[config.mk]
export PLATFORM = sky130hd
export DESIGN_NAME = maze_update_rx_flat
export DESIGN_NICKNAME = d
export VERILOG_FILES = /design/src/rtl/maze_update_rx_pkg.sv /design/src/rtl/maze_update_rx_if.sv /design/src/rtl/maze_update_rx_gpio_sync.sv /design/src/rtl/maze_update_rx.sv /design/src/flat_wrapper.sv
export SDC_FILE = /design/constraint.sdc
export NUM_CORES = 1
export LEC_CHECK = 0
export BUFFER_PORTS_ARGS = -buffer_cell sky130_fd_sc_hd__clkbuf_2
export CORE_AREA = 2 2 125 102
export DETAILED_ROUTE_END_ITERATION = 12
export DIE_AREA = 0 0 127 104
export SKIP_LAST_GASP = 1
export SLEW_MARGIN = 0
export SYNTH_ARGS = -nofsm -noshare
export SYNTH_HDL_FRONTEND = slang
export SYNTH_SLANG_ARGS = --single-unit
[constraint.sdc]
create_clock -name clk -period 3 [get_ports clk]
set_clock_uncertainty 0.05 [all_clocks]
set_input_delay 0.15 -clock clk [delete_from_list [all_inputs] [get_ports clk]]
set_output_delay 0.15 -clock clk [all_outputs]
set_load 0.05 [all_outputs]
[src/rtl/maze_update_rx_pkg.sv]
// -----------------------------------------------------------------------------
// maze_update_rx_pkg
// Shared definitions for the maze array write-side producer: command codes,
// cell codes, grid size, FSM state encodings and the layout of the
// command/value nibble that closes every message.
// -----------------------------------------------------------------------------
package maze_update_rx_pkg;

  localparam int GRID_DIM = 16;

  // Command field of the third nibble.
  localparam logic [1:0] CMD_WRITE = 2'b00;
  localparam logic [1:0] CMD_CLEAR = 2'b01;

  // Cell codes stored in the maze array.
  localparam logic [1:0] CELL_UNEXPLORED = 2'b00;
  localparam logic [1:0] CELL_OPEN       = 2'b01;
  localparam logic [1:0] CELL_WALL       = 2'b10;
  localparam logic [1:0] CELL_TREASURE   = 2'b11;

  // Receiver FSM encodings.
  localparam logic [1:0] ST_WAIT_HI = 2'd0;
  localparam logic [1:0] ST_WAIT_LO = 2'd1;
  localparam logic [1:0] ST_WRITE   = 2'd2;
  localparam logic [1:0] ST_CLEAR   = 2'd3;

  // Third nibble of a message: {cmd[1:0], val[1:0]}.
  typedef struct packed {
    logic [1:0] cmd;
    logic [1:0] val;
  } cmd_nibble_t;

endpackage

[src/rtl/maze_update_rx_if.sv]
// -----------------------------------------------------------------------------
// maze_update_rx_if
// 4-phase strobe/ack GPIO link between the Arduino and the maze receiver.
//   gpio_data   : nibble, held stable by the sender while the strobe is high
//   gpio_strobe : request from the sender
//   gpio_ack    : acknowledge from the receiver
// master = Arduino side, slave = FPGA receiver side.
// -----------------------------------------------------------------------------
interface maze_update_rx_if;
  logic [3:0] gpio_data;
  logic       gpio_strobe;
  logic       gpio_ack;

  modport master (output gpio_data, output gpio_strobe, input  gpio_ack);
  modport slave  (input  gpio_data, input  gpio_strobe, output gpio_ack);
endinterface

[src/rtl/maze_update_rx_gpio_sync.sv]
// -----------------------------------------------------------------------------
// gpio_sync
// Parameterised multi-flop synchronizer for asynchronous GPIO inputs.
//   clk   : destination clock
//   reset : asynchronous active-low reset, clears every stage
//   d     : asynchronous input (WIDTH bits)
//   q     : synchronized output, STAGES clocks of latency
// -----------------------------------------------------------------------------
module gpio_sync
  import maze_update_rx_pkg::*;
#(
  parameter int STAGES = 2,
  parameter int WIDTH  = 1
) (
  input  logic             clk,
  input  logic             reset,
  input  logic [WIDTH-1:0] d,
  output logic [WIDTH-1:0] q
);

  logic [STAGES-1:0][WIDTH-1:0] ff;

  // NOTE: clocked state uses non-blocking assignments so every stage samples
  // the previous stage's old value; blocking here would collapse the chain.
  always_ff @(posedge clk or negedge reset) begin
    if (!reset) begin
      ff <= '0;
    end else begin
      ff[0] <= d;
      for (int i = 1; i < STAGES; i++) begin
        ff[i] <= ff[i-1];
      end
    end
  end

  assign q = ff[STAGES-1];

endmodule

[src/rtl/maze_update_rx.sv]
// -----------------------------------------------------------------------------
// maze_update_rx
// Receives 3-nibble cell updates over a 4-phase strobe/ack GPIO link and
// drives the maze array write port. Message: x, y, {cmd, val}.
// cmd 00 writes one cell, cmd 01 sweeps all 256 cells to 0, others set err.
//   clk     : system clock
//   reset   : asynchronous active-low reset
//   gpio    : GPIO link (slave side): data, strobe in; ack out
//   w_index : array write address {x, y}
//   value   : array write data
//   w_en    : array write enable, one clk per write
//   busy    : high during the clear sweep
//   err     : sticky, bad command or inter-nibble timeout seen
// -----------------------------------------------------------------------------
module maze_update_rx
  import maze_update_rx_pkg::*;
#(
  parameter int TIMEOUT_CYCLES = 25_000_000,
  parameter int SYNC_STAGES    = 2
) (
  input  logic                   clk,
  input  logic                   reset,
  maze_update_rx_if.slave        gpio,
  output logic [7:0]             w_index,
  output logic [1:0]             value,
  output logic                   w_en,
  output logic                   busy,
  output logic                   err
);

  localparam int              TO_W    = (TIMEOUT_CYCLES > 1) ? $clog2(TIMEOUT_CYCLES) : 1;
  localparam logic [TO_W-1:0] TO_LAST = TO_W'(TIMEOUT_CYCLES - 1);

  logic        strobe_s;
  logic [3:0]  data_s;

  logic [1:0]  state;
  logic [1:0]  nib_cnt;
  logic [3:0]  x_q;
  logic [3:0]  y_q;
  cmd_nibble_t n2_q;
  logic        ack_q;
  logic [TO_W-1:0] to_cnt;
  // Nine bits so the sweep terminates on 255 without relying on wrap-around.
  logic [8:0]  sweep;

  gpio_sync #(.STAGES(SYNC_STAGES), .WIDTH(1)) u_sync_strobe (
    .clk   (clk),
    .reset (reset),
    .d     (gpio.gpio_strobe),
    .q     (strobe_s)
  );

  gpio_sync #(.STAGES(SYNC_STAGES), .WIDTH(4)) u_sync_data (
    .clk   (clk),
    .reset (reset),
    .d     (gpio.gpio_data),
    .q     (data_s)
  );

  assign gpio.gpio_ack = ack_q;

  always_ff @(posedge clk or negedge reset) begin
    if (!reset) begin
      state   <= ST_WAIT_HI;
      nib_cnt <= 2'd0;
      x_q     <= '0;
      y_q     <= '0;
      n2_q    <= '0;
      ack_q   <= 1'b0;
      to_cnt  <= '0;
      sweep   <= '0;
      w_index <= '0;
      value   <= '0;
      w_en    <= 1'b0;
      busy    <= 1'b0;
      err     <= 1'b0;
    end else begin
      // Write enable defaults low; only WRITE and CLEAR raise it.
      w_en <= 1'b0;

      case (state)
        ST_WAIT_HI: begin
          if (strobe_s) begin
            case (nib_cnt)
              2'd0:    x_q  <= data_s;
              2'd1:    y_q  <= data_s;
              default: n2_q <= cmd_nibble_t'(data_s);
            endcase
            ack_q  <= 1'b1;
            to_cnt <= '0;
            state  <= ST_WAIT_LO;
          end else if (nib_cnt != 2'd0) begin
            // Partial message: give up after TIMEOUT_CYCLES idle cycles.
            if (to_cnt == TO_LAST) begin
              nib_cnt <= 2'd0;
              err     <= 1'b1;
              to_cnt  <= '0;
            end else begin
              to_cnt <= to_cnt + 1'b1;
            end
          end else begin
            to_cnt <= '0;
          end
        end

        ST_WAIT_LO: begin
          if (!strobe_s) begin
            ack_q <= 1'b0;
            if (nib_cnt != 2'd2) begin
              nib_cnt <= nib_cnt + 2'd1;
              state   <= ST_WAIT_HI;
            end else begin
              nib_cnt <= 2'd0;
              case (n2_q.cmd)
                CMD_WRITE: state <= ST_WRITE;
                CMD_CLEAR: begin
                  state <= ST_CLEAR;
                  busy  <= 1'b1;
                  sweep <= '0;
                end
                default: begin
                  err   <= 1'b1;
                  state <= ST_WAIT_HI;
                end
              endcase
            end
          end
        end

        ST_WRITE: begin
          w_en    <= 1'b1;
          w_index <= {x_q, y_q};
          value   <= n2_q.val;
          state   <= ST_WAIT_HI;
        end

        default: begin  // ST_CLEAR
          w_en    <= 1'b1;
          value   <= CELL_UNEXPLORED;
          w_index <= sweep[7:0];
          if (sweep == 9'd255) begin
            busy  <= 1'b0;
            state <= ST_WAIT_HI;
          end else begin
            sweep <= sweep + 9'd1;
          end
        end
      endcase
    end
  end

endmodule

[src/flat_wrapper.sv]
// flat-port wrapper written by rule: the top's interface ports become plain ports
module maze_update_rx_flat import maze_update_rx_pkg::*;
#(
  parameter int TIMEOUT_CYCLES = 25_000_000,
  parameter int SYNC_STAGES    = 2
)
  (clk, reset, w_index, value, w_en, busy, err, gpio_gpio_data, gpio_gpio_strobe, gpio_gpio_ack);
  maze_update_rx_if gpio_i ();
  input  logic clk;
  input  logic reset;
  output logic [7:0] w_index;
  output logic [1:0] value;
  output logic w_en;
  output logic busy;
  output logic err;
  input wire logic [$bits(gpio_i.gpio_data)-1:0] gpio_gpio_data;
  input wire logic [$bits(gpio_i.gpio_strobe)-1:0] gpio_gpio_strobe;
  output wire logic [$bits(gpio_i.gpio_ack)-1:0] gpio_gpio_ack;
  assign gpio_i.gpio_data = gpio_gpio_data;
  assign gpio_i.gpio_strobe = gpio_gpio_strobe;
  assign gpio_gpio_ack = gpio_i.gpio_ack;
  maze_update_rx #(.TIMEOUT_CYCLES(TIMEOUT_CYCLES), .SYNC_STAGES(SYNC_STAGES)) u_core (.clk(clk), .reset(reset), .gpio(gpio_i), .w_index(w_index), .value(value), .w_en(w_en), .busy(busy), .err(err));
endmodule
# --- Yosys cells after proc, flatten, opt, wreduce, memory -nomap -nowiden ---
# Index checks and enable logic that the tools add are counted.
classes:
  n_addsub: 3
  eq_ne: 16
  n_reduce_logical: 20
  bitwise: 2
  n_mux: 38
op_table:
  columns: ["op", "n"]
  rows:
  - ["25-bit two-way mux", 3]
  - ["9-bit two-way mux", 4]
  - ["25-bit by 1-bit adder with 25-bit output, second input constant", 1]
  - ["25-bit equality test, second input constant", 1]
  - ["2-bit two-way mux", 9]
  - ["9-bit case mux with 2 select lines", 1]
  - ["2-bit != test, second input constant", 8]
  - ["8-bit case mux with 2 select lines", 1]
  - ["3-bit AND reduction", 5]
  - ["5-bit AND reduction", 3]
  - ["1-bit two-way mux", 13]
  - ["2-bit case mux with 2 select lines", 3]
  - ["9-bit by 1-bit adder with 9-bit output, second input constant", 1]
  - ["9-bit by 8-bit equality test with 1-bit output, second input constant", 1]
  - ["2-bit OR reduction", 4]
  - ["7-bit AND reduction", 1]
  - ["2-bit by 1-bit equality test with 1-bit output, second input constant", 3]
  - ["2-bit logical NOT", 3]
  - ["1-bit case mux with 2 select lines", 3]
  - ["2-bit case mux with 3 select lines", 1]
  - ["2-bit nonzero test", 3]
  - ["2-bit by 1-bit != test with 1-bit output, second input constant", 2]
  - ["4-bit nonzero test", 1]
  - ["2-bit by 1-bit adder with 2-bit output, second input constant", 1]
  - ["other kinds (2)", 3]
word_totals:
  out_inout_bits: 14
  reg_bits: 74

# --- Longest topological paths before layout ---
# Gate-level depths: netlist of run 1.
depth:
  word_depth: 6
  depth_mapped: 9
  depth_no_buf: 9

# --- Modules after synthesis ---
# A second synthesis of run 1 with hierarchy kept.
hier_totals:
  cells_unflattened: 348
  area_unflattened_um2: 3544.6
by_module_without_submodules:
  columns: ["mod", "cells_per_inst", "instances", "area_per_inst_um2"]
  rows:
  - ["maze_update_rx", 334, 1, 3264.4]
  - ["gpio_sync at u_core.u_sync_data", 12, 1, 230.2]
  - ["gpio_sync at u_core.u_sync_strobe", 2, 1, 50.0]

# --- Least setup slack after synthesis of run 1 ---
# Ideal clock, no wire load.
synth_timing:
  kind: "register to register"
  from: "reg u_core.state[1]"
  to: "reg u_core.to_cnt[24]"
  synth_period_minus_slack_ns: 2.115
  path_stages_with_launch: 8
  arrival_time_ns: 1.997
  path_slack_ns: 0.885
  setup_time_ns: 0.069
  path_cell_list: "dfrtp_1 -> buf_6 -> or2_1 -> buf_2 -> or3_4 -> a31o_4 -> or4_1 -> nand3_1"
synth_between:
  elab_chain_len: 1
synth_rtl:
  columns: ["element", "line", "text"]
  rows:
  - ["start, declared", "maze_update_rx.sv:37", "logic [1:0] state;"]
  - ["start signal, assigned", "maze_update_rx.sv:65", "state <= ST_WAIT_HI;"]
  - ["start signal, assigned", "maze_update_rx.sv:92", "state <= ST_WAIT_LO;"]
  - ["start signal, assigned", "maze_update_rx.sv:112", "state <= ST_WAIT_HI;"]
  - ["2-bit logical NOT", "maze_update_rx.sv:82", "case (state)"]
  - ["end signal, assigned", "maze_update_rx.sv:100", "to_cnt <= to_cnt + 1'b1;"]
  - ["end, declared", "maze_update_rx.sv:43", "logic [TO_W-1:0] to_cnt;"]
# No other way between the ends.
# A chain may end at the register's enable or synchronous reset.

# --- Worst setup path in the final report of run 1 ---
layout_timing:
  from: "reg u_core.to_cnt[6]"
  to: "reg u_core.to_cnt[24]"
layout_between:
  elab_chain_len: 4
layout_rtl:
  columns: ["element", "line", "text"]
  rows:
  - ["25-bit by 1-bit adder with 25-bit output or 25-bit equality test (tied branches)", "maze_update_rx.sv:100, maze_update_rx.sv:95", null]
  - ["25-bit two-way mux (*)", "maze_update_rx.sv:95", "if (to_cnt == TO_LAST) begin"]
  - ["25-bit two-way mux (*)", "maze_update_rx.sv:93", "end else if (nib_cnt != 2'd0) begin"]
  - ["25-bit two-way mux (*)", "maze_update_rx.sv:84", "if (strobe_s) begin"]
# Every way passes the cells marked *; elsewhere a longest branch is shown, timed or not.

==> flow_metrics.tcl, run 1 <==
set metrics [dict create \
    die_height_um 104 \
    cellLeakagePower_nw 1.75 \
    multi_input_comb_area_mm2 0.00145 \
    p_clk_share_pct 33.3 \
    antenna_found_initial 0 \
    worst_reg2reg_path_startpoint "u_core.to_cnt[6]" \
    finish.net_count 357 \
    synth-edff-count 0 \
    worst_hold_startpoint "u_core.u_sync_data.ff[2]" \
    clk_latency_ps 330 \
    mappedNetlistNets 335 \
    drt-vias-per-instance 5.03 \
    antenna-diode-count 0 \
    worstPathBufferInverterCount 0 \
    layout.core_utilization_pct 33.7 \
    status "complete, no violations" \
    setup_viol 0 \
    rsz0062_at_grt "false" \
    crit_path_cell_trace "nand4_1 > nor4_2 > nand2_1 > or4_1 > nand3_1" \
    worst-endpoint-arrival_ps 2610 \
    clk_transition_reported_paths_ps 60 \
    cts_h_tree_depth 3 \
    drive_above_1_share_pct 16.5 \
    yosys_warnings 0 \
    worst_setup_path_startpoint "u_core.to_cnt[6]" \
    core-area_mm2 0.0120 \
    globalRouteTotalUtil_pct 11.2 \
    numCtsBuffers 9 \
    wl_mm 6.95 \
    cts_resized 0 \
    synth_top_cell_by_area "sky130_fd_sc_hd__dfrtp_1" \
    class_of_the_tightest_hold_or_removal_check "reg2reg" \
    synth.distinct_cells 49 \
    final_max_slew_viol_count 0 \
    power.combinational.fraction_pct 27.1 \
    clock_tree_from_tritoncts "built" \
    grt_max_degree 75 \
    cpLargestDelayFamily "simple AND/OR/NAND/NOR gates" \
    floorplan.initialDensity_pct 28.5 \
    final.min_clock_period_ps 2400 \
    power_switching_mw 1.20 \
    number_of_port_buffers 20 \
    seq_power_share_pct 39.6 \
    detail_route.wl_per_cell_um 13.8 \
    p_int_mw 2.28 \
    placement_rows 36 \
    netlist_instances 325 \
    flow.area_growth_from_synthesis_pct 18.5 \
    max_clock_freq_ghz 0.417 \
    startpoint_type "register" \
    number_of_global_route_vias_before_repair 2410 \
    power.density_mw_per_mm2 862 \
    required_ps 3210 \
    grt.overflow.total 0 \
    setup.worst_path.class "reg2reg" \
    synth.top_cells.by_area "sky130_fd_sc_hd__dfrtp_1, sky130_fd_sc_hd__mux2_2, sky130_fd_sc_hd__a21oi_1" \
    top_level_i_o_count 21 \
    cts_max_path_buffers 2 \
    hold_violations 0 \
    syn-cell-area_mm2 0.00341 \
    timing.critical_path.slowest_stage_cell "sky130_fd_sc_hd__nor4_2" \
    max_slew_margin_pct 39.2 \
    grt_first_pass_wirelength_mm 12.0 \
    antenna_violating_nets_post_route 0 \
    gpl.final_weighted_congestion 0.787 \
    cts.sinks 74 \
    floorplan.die_area_mm2 0.0132 \
    synth_top_area_share_pct 54.3 \
    fill_cells 1193 \
    min_hold_slack_ps 296 \
    sequential_area_mm2 0.00185 \
    timing.reg2reg.setup_slack_ps 600 \
    ys_async_sr_fraction_pct 100 \
    critical_path.max_fanout 8 \
    tns_ps 0 \
    syn_avg_cell_area_um2 10.5 \
    crit_path_max_cell_delay_ps 780 \
    place_hpwl_mm 4.54 \
    worstMarginPinSlew_ps 912 \
    drt_first_iter_violations 132 \
    ys_seq_area_share_pct 54.3 \
    ys_seq_elements 74 \
    chipWidth_um 127 \
    postSynth.topFlopCell "sky130_fd_sc_hd__dfrtp_1" \
    post-route-drc-count 0 \
    clock-root-buffer "sky130_fd_sc_hd__clkbuf_16" \
    sw_frac_of_total_pct 34.5 \
    vias_after_detailed_routing 2537 \
    drt_first_pass_iters 4 \
    maximum_ir_drop_on_the_vdd_rail_uv 433 \
    min_period_over_period_pct 79.9 \
    cap_violations 0 \
    critPathCaptureType "register" \
]
## metal layers
metal,share of wire (%),vias to the layer above,GRT usage [%]
met5,0,-,0
met4,1.3,0,5.02
met3,3.1,7,2.73
met2,45,48,15.6
met1,50,1239,16.4
li1,-,1243,-
## worst reg2reg max path: cells and delay by family (launching register included)
kind	cells	cell delay [ps]
flops	1	470
simple gates	5	1810
## final timing paths
kind | endpoint | cells past startpoint
worst max-delay path | u_core.to_cnt[24] | 5
max in group asynchronous | u_core.to_cnt[6] | 2
min in group asynchronous | u_core.u_sync_data.ff[0] | 2
worst max register to register | u_core.to_cnt[24] | 5
worst min-delay path | u_core.u_sync_data.q[2] | 0
worst min register to register | u_core.u_sync_data.q[2] | 0
## placed cells by master (no fill, tap or decap), drive strengths merged, types with 9 or more instances in the layout
cell    netlist  routed
mux2         12      12
dfrtp        74      74
a31oi        12      12
nand4         9       9
a21oi        24      24
clkbuf       13      29
and3          9       9
nor2         25      25
mux2i        11      11
nand2        27      27
o21ai        15      15
nand3        20      20
## synth_stat cells, types with 2 or more instances
cell type	n
sky130_fd_sc_hd__dfrtp_1	74
sky130_fd_sc_hd__nand2_1	27
sky130_fd_sc_hd__nor2_1	25
sky130_fd_sc_hd__a21oi_1	24
sky130_fd_sc_hd__nand3_1	20
sky130_fd_sc_hd__clkbuf_1	13
sky130_fd_sc_hd__o21ai_0	13
sky130_fd_sc_hd__a31oi_1	12
sky130_fd_sc_hd__mux2_2	12
sky130_fd_sc_hd__mux2i_1	11
sky130_fd_sc_hd__and3_1	9
sky130_fd_sc_hd__nand4_1	9
sky130_fd_sc_hd__inv_1	6
sky130_fd_sc_hd__a41oi_1	5
sky130_fd_sc_hd__xor2_1	5
sky130_fd_sc_hd__a21o_1	4
sky130_fd_sc_hd__a22o_1	4
sky130_fd_sc_hd__and2_1	3
sky130_fd_sc_hd__and4_1	3
sky130_fd_sc_hd__buf_2	3
sky130_fd_sc_hd__ha_1	3
sky130_fd_sc_hd__nor4b_1	3
sky130_fd_sc_hd__nor4bb_1	3
sky130_fd_sc_hd__a32o_1	2
sky130_fd_sc_hd__buf_4	2
sky130_fd_sc_hd__nand2b_1	2
sky130_fd_sc_hd__nor2b_1	2
sky130_fd_sc_hd__nor3_1	2
sky130_fd_sc_hd__o21a_1	2
sky130_fd_sc_hd__o21ai_1	2
sky130_fd_sc_hd__o31ai_1	2
## sequential cells by signal, indices dropped and copies added, names as in the netlist, 2 cells and up
name,cells
u_core.x_q,4
u_core.nib_cnt,2
u_core.w_index,8
u_core.y_q,4
u_core.n2_q,4
u_core.to_cnt,25
u_core.state,2
u_core.u_sync_data.ff,4
u_core.value,2
u_core.u_sync_data.q,4
u_core.sweep,9
## power by group through the flow
stage | sequential [mW] | clock, mW | combinational [mW]
final | 1.38 | 1.16 | 0.944
after global placement | 1.39 | 0 | 0.932
after floorplan | 1.62 | 0 | 0.481
after detailed placement | 1.39 | 0 | 0.947
after global routing | 1.41 | 1.24 | 1.04
after CTS | 1.38 | 1.19 | 0.957
## layout make-up
| type | count | area share [%] |
|---|---|---|
| sequential | 74 | 45.8 |
| multi-input combinational | 225 | 35.8 |
| clock buffer | 10 | 5.92 |
| timing repair buffer | 31 | 4.96 |
| tap | 152 | 4.71 |
| clock inverter | 6 | 2.20 |
| inverter | 6 | 0.557 |
## cell families after synthesis
family	synth area share, %
xor+xnor	1.28
buf+inv	3.41
simple gates	17.9
compound gates	14.8
flops	54.3
mux	7.19
fa+ha+maj	1.10
## metrics by stage
step / total power, mW / setup slack, ps / cell area [µm²] / cells
6_report: 3.48 / 604 / 4040 / 504
5_1_grt: 3.68 / 453 / 4040 / 504
4_1_cts: 3.53 / 626 / 4040 / 504
3_5_place_dp: 2.34 / 600 / 3650 / 482
3_3_place_gp: 2.32 / 663 / 3650 / 482
2_1_floorplan: 2.10 / 885 / 3410 / 325
## what timing repair did
item / in CTS / in global routing
hold buffers: 6 / 0
endpoints found under the hold margin: 79 / 0
setup buffers: 0 / 0
No activity file was read; power rests on OpenSTA's default activity.
==> inputs of run 2 (changes only) <==
--- a/config.mk
+++ b/config.mk
@@ -5,10 +5,11 @@
 export SDC_FILE = /design/constraint.sdc
 export NUM_CORES = 1
 export LEC_CHECK = 0
+export ABC_AREA = 1
 export BUFFER_PORTS_ARGS = -buffer_cell sky130_fd_sc_hd__clkbuf_2
-export CORE_AREA = 2 2 125 102
+export CORE_AREA = 2 2 131 107
 export DETAILED_ROUTE_END_ITERATION = 12
-export DIE_AREA = 0 0 127 104
+export DIE_AREA = 0 0 133 109
 export SKIP_LAST_GASP = 1
 export SLEW_MARGIN = 0
 export SYNTH_ARGS = -nofsm -noshare
==> constraint.sdc (replaced) <==
create_clock -name clk -period 2.1 [get_ports clk]
set_clock_uncertainty 0.05 [all_clocks]
set_input_delay 0.105 -clock clk [delete_from_list [all_inputs] [get_ports clk]]
set_output_delay 0.105 -clock clk [all_outputs]
set_load 0.05 [all_outputs]
==> run 2 against run 1 <==
Against the previous run: sequential share of layout area decreased by 5.2 points; synthesized cell count increased by 51%; wire length increased by 33%; critical endpoint is now u_core.sweep[4]; non-clock buffer count increased by 12; final cell count increased by 43%; register-to-register slack got worse by 460 ps; first-iteration DRC count increased by 77%; worst setup slack got worse by 460 ps; largest cell class unchanged; global-route usage increased by 2.4 points.
==> flow_metrics.tcl, run 2 <==
set metrics [dict create \
    status "complete, no violations" \
    netlist_instances 492 \
    timing.critical_path.slowest_stage_cell "sky130_fd_sc_hd__dfrtp_1" \
    required_ps 2270 \
    sw_frac_of_total_pct 38.3 \
    grt_max_degree 40 \
    crit_path_cell_trace "ha_2 > nand3_2 > nor4_2 > ha_1 > inv_1 > o21ai_1 > a21oi_1 > nand2_2 > inv_2 > nand2_1 > o21ai_1" \
    clock_tree_from_tritoncts "built" \
    number_of_global_route_vias_before_repair 3161 \
    post-route-drc-count 0 \
    class_of_the_tightest_hold_or_removal_check "in2async" \
    synth-compound-area-share_pct 8.80 \
    min_hold_slack_ps 223 \
    ys_seq_area_share_pct 49.3 \
    number_of_port_buffers 20 \
    tns_ps 0 \
    critical_path.max_fanout 6 \
    timing.critical_path.depth 11 \
    critical-path-top-cell-by-count "sky130_fd_sc_hd__o21ai_1" \
    clk_transition_reported_paths_ps 60 \
    synth_top_cell_by_area "sky130_fd_sc_hd__dfrtp_1" \
    yosys-top-cells-count "sky130_fd_sc_hd__nand2_1, sky130_fd_sc_hd__dfrtp_1, sky130_fd_sc_hd__nor2_1" \
    final_max_slew_viol_count 0 \
    floorplan.initialDensity_pct 28.3 \
    syn_avg_cell_area_um2 7.63 \
    design_power_total_mw 5.08 \
    yosys.area_share.simple_pct 31.8 \
    floorplan.die_area_mm2 0.0145 \
    worstMarginPinSlew_ps 498 \
    largest_reg_flops 25 \
    largest_family_of_logic_cells_by_synthesized_area "simple AND/OR/NAND/NOR gates" \
    wl_mm 9.21 \
    max_slew_margin_pct 66.8 \
    antenna-diode-count 0 \
    cap_violations 0 \
    final_design_area_no_fill_mm2 0.00455 \
    startpoint_type "register" \
    globalRouteTotalUtil_pct 13.6 \
    yosys.cell_count.top_type "sky130_fd_sc_hd__nand2_1" \
    finish.net_count 546 \
    ys_async_sr_fraction_pct 100 \
    p_int_mw 3.13 \
    cts.sinks 74 \
    post_synth_xor_area_fraction_pct 2.10 \
    muxShareOfSynthArea_pct 0.267 \
    postSynth.topFlopCell "sky130_fd_sc_hd__dfrtp_1" \
    placement_rows 38 \
    antenna_found_initial 0 \
    synth.distinct_cells 28 \
    reg_top3 "u_core.to_cnt (25), u_core.sweep (9), u_core.w_index (8)" \
    drt-vias-per-instance 4.64 \
    synth_top_area_share_pct 49.3 \
    setup.worst_path.class "reg2reg" \
    core-area_mm2 0.0133 \
    die_height_um 109 \
    layout.cells.most_common "sky130_fd_sc_hd__nand2_1" \
    power.density_mw_per_mm2 1120 \
    antenna_violating_nets_post_route 0 \
    timing.reg2reg.setup_slack_ps 140 \
    worstPathBufferInverterCount 2 \
    reg2reg_depth 11 \
    drive_above_1_share_pct 13.1 \
    clk_latency_ps 340 \
    top_level_i_o_count 21 \
    cts_max_path_buffers 2 \
    worst-endpoint-arrival_ps 2130 \
    numCtsBuffers 9 \
    maximum_ir_drop_on_the_vdd_rail_uv 454 \
    mostFrequentLayoutCells "sky130_fd_sc_hd__nand2_1, sky130_fd_sc_hd__dfrtp_1, sky130_fd_sc_hd__nor2_1" \
    vias_after_detailed_routing 3344 \
    hold_violations 0 \
    yosys_warnings 0 \
    layout.core_utilization_pct 34.3 \
    max_clock_freq_ghz 0.510 \
    mappedNetlistNets 502 \
    syn-cell-area_mm2 0.00375 \
    crit_path_max_cell_delay_ps 400 \
    cellLeakagePower_nw 2.08 \
    clock-root-buffer "sky130_fd_sc_hd__clkbuf_16" \
    flow.area_growth_from_synthesis_pct 21.3 \
    critPathCaptureType "register" \
    fill_cells 1362 \
    p_clk_share_pct 31.0 \
    grt_first_pass_wirelength_mm 15.6 \
    post_synth_fa_ha_maj_area_fraction_pct 1.00 \
    largest_register "u_core.to_cnt" \
    power.combinational.fraction_pct 31.3 \
    ys_seq_elements 74 \
    cpLargestDelayFamily "simple AND/OR/NAND/NOR gates" \
    chipWidth_um 133 \
    min_period_over_period_pct 93.3 \
    grt.overflow.total 0 \
    detail_route.wl_per_cell_um 12.8 \
    place_hpwl_mm 6.69 \
    drt_first_pass_iters 4 \
    synth.top_cells.by_area "sky130_fd_sc_hd__dfrtp_1, sky130_fd_sc_hd__nand2_1, sky130_fd_sc_hd__nor2_1" \
    gpl.final_weighted_congestion 0.925 \
    drt_first_iter_violations 234 \
    synth-edff-count 0 \
    final.min_clock_period_ps 1960 \
    cts_h_tree_depth 3 \
    setup_viol 0 \
    seq_power_share_pct 37.7 \
    power_switching_mw 1.95 \
    place_area_mm2 0.00415 \
]
-- run 2: worst paths after layout --
check / startpoint / end
min reg2reg: u_core.u_sync_data.ff[3] / u_core.u_sync_data.q[3]
max reg2reg: u_core.sweep[0] / u_core.sweep[4]
min in group clk: u_core.u_sync_data.ff[3] / u_core.u_sync_data.q[3]
min: reset / u_core.to_cnt[0]
max in group asynchronous: reset / u_core.x_q[2]
max: u_core.sweep[0] / u_core.sweep[4]
-- run 2: final cells by class --
class                           count  area, µm²  area share (%)
Clock inverter                      5       62.6            1.37
Multi-Input combinational cell    357       1660            36.5
Inverter                           51        191            4.21
Sequential cell                    74       1850            40.7
Timing Repair Buffer               43        315            6.93
Clock buffer                       11        243            5.33
Tap cell                          180        225            4.95
-- run 2: cell families (layout without fill, tap and decap cells) --
group / after synthesis / after routing
multiplexers: 1 / 1
AND/OR/NAND/NOR: 282 / 282
XOR/XNOR: 9 / 9
buffers and inverters: 61 / 110
flip-flops: 74 / 74
adder cells (fa/ha/maj): 3 / 3
AO/OA/AOI/OAI: 62 / 62
-- run 2: metal layers --
layer	routed length (µm)	vias up	track usage, %
met5	0	-	0
met4	167	0	5.84
met3	617	15	3.30
met2	3910	103	19.6
met1	4510	1555	19.4
li1	-	1671	-
-- run 2: power groups by stage --
stage | registers, mW | logic, mW | clock network (mW)
after detailed placement | 1.94 | 1.52 | 0
after global placement | 1.93 | 1.49 | 0
after global routing | 1.96 | 1.77 | 1.67
after CTS | 1.92 | 1.53 | 1.60
after floorplan | 2.20 | 0.756 | 0
final | 1.92 | 1.59 | 1.57
-- run 2: worst reg2reg max path, delay by kind of cell, from the launching register on --
| family | cells | cell delay [ps] |
|---|---|---|
| flip-flops | 1 | 400 |
| buffers and inverters | 2 | 150 |
| AO/OA/AOI/OAI | 3 | 300 |
| adder cells (fa/ha/maj) | 2 | 450 |
| AND/OR/NAND/NOR | 4 | 500 |
-- run 2: through the flow --
step	setup WS [ps]	instances
after detailed placement	20.1	697
after global placement	128	697
final	140	721
after CTS	1.11	719
after global routing	-52.5	721
after floorplan	273	492
-- run 2: repair_timing --
action                     in CTS  in global routing
gates resized for setup         0                  3
hold buffers                    6                  0
hold endpoints to repair       41                  0
setup buffers                   0                  2
setup endpoints to repair       0                 10
